===== src/rtl/pipe_reg_skid.sv =====
// Ready/valid pipeline stage built as a 2-entry skid buffer with synchronous flush.
// ready_o is decoded purely from registered state, so there is no ready_i -> ready_o path.
module pipe_reg_skid #(
    parameter int unsigned     n           = 32,
    parameter logic [n-1:0]    RESET_VALUE = '0,
    parameter logic [n-1:0]    CLR_VALUE   = '0
) (
    input  logic         clk,
    input  logic         reset_n,
    input  logic         flush,
    input  logic         valid_i,
    output logic         ready_o,
    input  logic [n-1:0] data_i,
    output logic         valid_o,
    input  logic         ready_i,
    output logic [n-1:0] data_o,
    output logic [1:0]   count_o
);

    typedef enum logic [1:0] {
        Empty = 2'b00,
        Full  = 2'b01,
        Skid  = 2'b10
    } state_e;

    state_e       state;
    logic [n-1:0] main_q;
    logic [n-1:0] skid_q;
    logic         accept;
    logic         fire;

    assign accept = valid_i & ready_o;
    assign fire   = valid_o & ready_i;

    always_ff @(posedge clk or negedge reset_n) begin
        if (!reset_n) begin
            state  <= Empty;
            main_q <= RESET_VALUE;
            skid_q <= RESET_VALUE;
        end else if (flush) begin
            // A same-cycle accept is dropped; a same-cycle fire has already completed.
            state  <= Empty;
            main_q <= CLR_VALUE;
            skid_q <= CLR_VALUE;
        end else begin
            case (state)
                Empty: begin
                    if (accept) begin
                        main_q <= data_i;
                        state  <= Full;
                    end
                end
                Full: begin
                    if (accept && fire) begin
                        main_q <= data_i;
                    end else if (accept) begin
                        skid_q <= data_i;
                        state  <= Skid;
                    end else if (fire) begin
                        state  <= Empty;
                    end
                end
                Skid: begin
                    if (fire) begin
                        main_q <= skid_q;
                        state  <= Full;
                    end
                end
                default: state <= Empty;
            endcase
        end
    end

    always_comb begin
        valid_o = (state != Empty);
        ready_o = (state != Skid);
        count_o = 2'd0;
        case (state)
            Full:    count_o = 2'd1;
            Skid:    count_o = 2'd2;
            default: count_o = 2'd0;
        endcase
    end

    assign data_o = main_q;

endmodule


===== config.mk =====
export PLATFORM = sky130hd
export DESIGN_NAME = pipe_reg_skid
export DESIGN_NICKNAME = d
export VERILOG_FILES = /design/src/rtl/pipe_reg_skid.sv
export SDC_FILE = /design/constraint.sdc
export NUM_CORES = 1
export LEC_CHECK = 0
export BUFFER_PORTS_ARGS = -buffer_cell sky130_fd_sc_hd__buf_2
export CAP_MARGIN = 20
export CORE_ASPECT_RATIO = 1.5
export CORE_MARGIN = 3
export CORE_UTILIZATION = 45
export DETAILED_ROUTE_END_ITERATION = 8
export GPL_ROUTABILITY_DRIVEN = 0
export GPL_TIMING_DRIVEN = 1
export PLACE_DENSITY = 0.67
export RECOVER_POWER = 100
export SYNTH_ARGS = -nofsm -noshare
export SYNTH_HDL_FRONTEND = slang
export SYNTH_SLANG_ARGS = --single-unit

===== constraint.sdc =====
create_clock -name clk -period 3.3 [get_ports clk]
set_input_delay 0.66 -clock clk [delete_from_list [all_inputs] [get_ports clk]]
set_output_delay 0.66 -clock clk [all_outputs]
set_load 0.005 [all_outputs]

==> metrics.yaml <==
postCtsHoldBufs: 0
place_inst: 399
netlist_area_sq_um: 3040
n_antenna_cell: 0
synth-compound-area-share_pct: 16.1
final_cell_count_no_fill: 415
multi_input_area_sq_um: 1160
leakagePower_uw: 0.00183
hold_end: "data_o[12]$_DFFE_PN0P_"
worst_r2r_path_depth: 6
status: "finished, violations left"
power_frac_seq_pct: 45.6
yosys_register_bits: 66
cts_made_buffers: 9
cts_resized: 0
grt_pass1_vias: 2273
dieWidth_um: 73.1
final_cell_mix: "dfrtp_1 (66), nand2_1 (64), buf_2 (57)"
fillers: 600
r2r_start: "state[0]$_DFFE_PN0P_"
syn_inst: 264
setup_viol: 0
hp-start: "data_o[12]$_DFFE_PN0P_"
avgViaCountPerCell: 5.44
grt-ovfl-total: 0
clockBufferDepth: 2
die_area_sq_um: 7800
synthAdderAreaFrac_pct: 0
synth_top_family_by_area: "compound AO/OA/AOI/OAI gates"
coreArea_sq_um: 6530
fin_skew_ns: 0.00805
finalCritPeriodShare_pct: 76.1
h-tree-depth: 3
place_hpwl_um: 4430
hold_viol: 0
critPathCaptureType: "output port"
cp_max_fo: 33
finalMaxSlewViolations: 67
final_common_cell: "dfrtp_1"
cp_data_arrival_time_ns: 1.85
totalWireLength_um: 7030
setup_tns_ns: 0
max_freq_ghz: 0.398
drtIter0Drc: 222
whs_path_depth: 1
root_buffer: "clkbuf_8"
pin_count: 73
vias: 2257
power_frac_clock_pct: 43.5
synth-xor-area-share_pct: 0
pwr-share-comb_pct: 10.9
rows: 36
yosys.area_share.simple_pct: 9.92
critPathLaunchType: "flop"
max-slew-margin-rel_pct: -7.18
cts.sink_count: 66
synthMuxAreaShare_pct: 15.9
syn2layout_area_growth_pct: 17.3
grt_setup_unrepaired: "no"
swShare_pct: 23.8
power_density_nw_per_um2: 544
ys_seq_area_share_pct: 54.3
yosys_warnings: 0
violations: "max-capacitance violations, max-slew violations"
cts_tree: "yes"
peakVddDrop_mv: 0.248
path_clk_slew_ns: 0.07
grt_usage_pct: 19.6
drive_gt1_share_pct: 26.3
worst_ep_required_time_ns: 2.64
firstDrtPassIters: 4
p_switching_uw: 461
p_int_uw: 1480
syn_avg_cell_area_sq_um: 11.5
synth.net_count: 301
grt_pass1_wl_um: 11700
synth_cell_types: 18
postRouteAntennaNets: 0
post-route-min-period_ns: 2.51
portBuffers: 72
remaining_drc_errors: 0
antenna_found_initial: 0
crit_type: "flop to output port"
die_h_um: 107
nets: 371
tightest_slew_ns: 1.61
wl_per_cell_um: 16.9
r2r_end: "data_o[22]$_DFFE_PN0P_"
hp-class: "flop to flop"
grt_max_degree: 67
start_util_pct: 46.5
reg2reg_slack_ns: 0.84
post_cts_buffers: 0
insertion_delay_ns: 0.34
seq_area_sq_um: 1650
maxCapViolCount: 1
[worst max-delay path, cell delays in order, from the launching register on]
cell      delay, ns
dfrtp_1        0.46
nand2b_1       0.20
clkbuf_2       0.62
buf_2          0.23
[worst max path at each step]
stage | startpoint | end
after floorplan | flush | data_o[0]$_DFFE_PN0P_
after global placement | valid_i | data_o[6]$_DFFE_PN0P_
after detailed placement | valid_i | data_o[6]$_DFFE_PN0P_
after CTS | state[0]$_DFFE_PN0P_ | ready_o
after global routing | state[0]$_DFFE_PN0P_ | ready_o
final | state[0]$_DFFE_PN0P_ | ready_o
[Yosys cell counts (all sizes together)]
| cell | count | share of area [%] |
|---|---|---|
| dfrtp | 66 | 54 |
| o211ai | 1 | 0.70 |
| a21oi | 34 | 5.6 |
| nand2b | 4 | 0.82 |
| nor2 | 2 | 0.25 |
| a22o | 32 | 9.2 |
| or2 | 1 | 0.21 |
| nand2 | 64 | 7.9 |
| mux2i | 1 | 0.33 |
| nor3 | 2 | 0.33 |
| o21ai | 1 | 0.54 |
| mux2 | 32 | 16 |
| nor2b | 2 | 0.41 |
| inv | 2 | 0.33 |
| clkbuf | 16 | 2.0 |
| buf | 4 | 1.5 |
[power groups by stage]
stage / clock (uW) / combinational [uW] / sequential (uW)
floorplan: 0 / 142 / 900
global placement: 0 / 251 / 901
detailed placement: 0 / 254 / 902
CTS: 861 / 255 / 887
global route: 896 / 238 / 892
finish: 843 / 211 / 885
[sequential cells by signal, summed over array words and instances (netlist names)]
| register | flops |
|---|---|
| data_o | 32 |
| state | 2 |
| skid_q | 32 |
[area by class of cell]
| cell class | count | area share, % |
|---|---|---|
| flip-flops and latches | 66 | 46.3 |
| multi-input cells | 176 | 32.4 |
| repair buffers | 79 | 11.3 |
| clock buffers | 10 | 3.86 |
| clock inverters | 6 | 3.16 |
| well taps | 76 | 2.67 |
| inverters | 2 | 0.281 |
[cell families after synthesis]
kind of cell    Yosys count
flops                    66
mux                      33
compound gates           68
buf+inv                  22
simple gates             75
[metal layers]
layer | up-vias | track usage [%] | wire, um
li1 | 1064 | - | -
met1 | 1114 | 27.3 | 3100
met2 | 70 | 29.8 | 3450
met3 | 9 | 4.69 | 375
met4 | 0 | 6.33 | 94
met5 | - | 0 | 0
[per-stage QoR]
stage / setup WS [ns] / util (%) / hold slack, ns / instance area (sq um) / total power, uW
global placement: 1.03 / 53.0 / 0.487 / 3460 / 1150
global route: 0.655 / 54.6 / 0.499 / 3560 / 2030
detailed placement: 0.997 / 53.0 / 0.489 / 3460 / 1160
finish: 0.790 / 54.6 / 0.484 / 3560 / 1940
floorplan: 1.54 / - / 0.364 / 3040 / 1040
CTS: 1.01 / 56.8 / 0.513 / 3710 / 2000
Note: power is estimated with default switching activity, not from simulation.
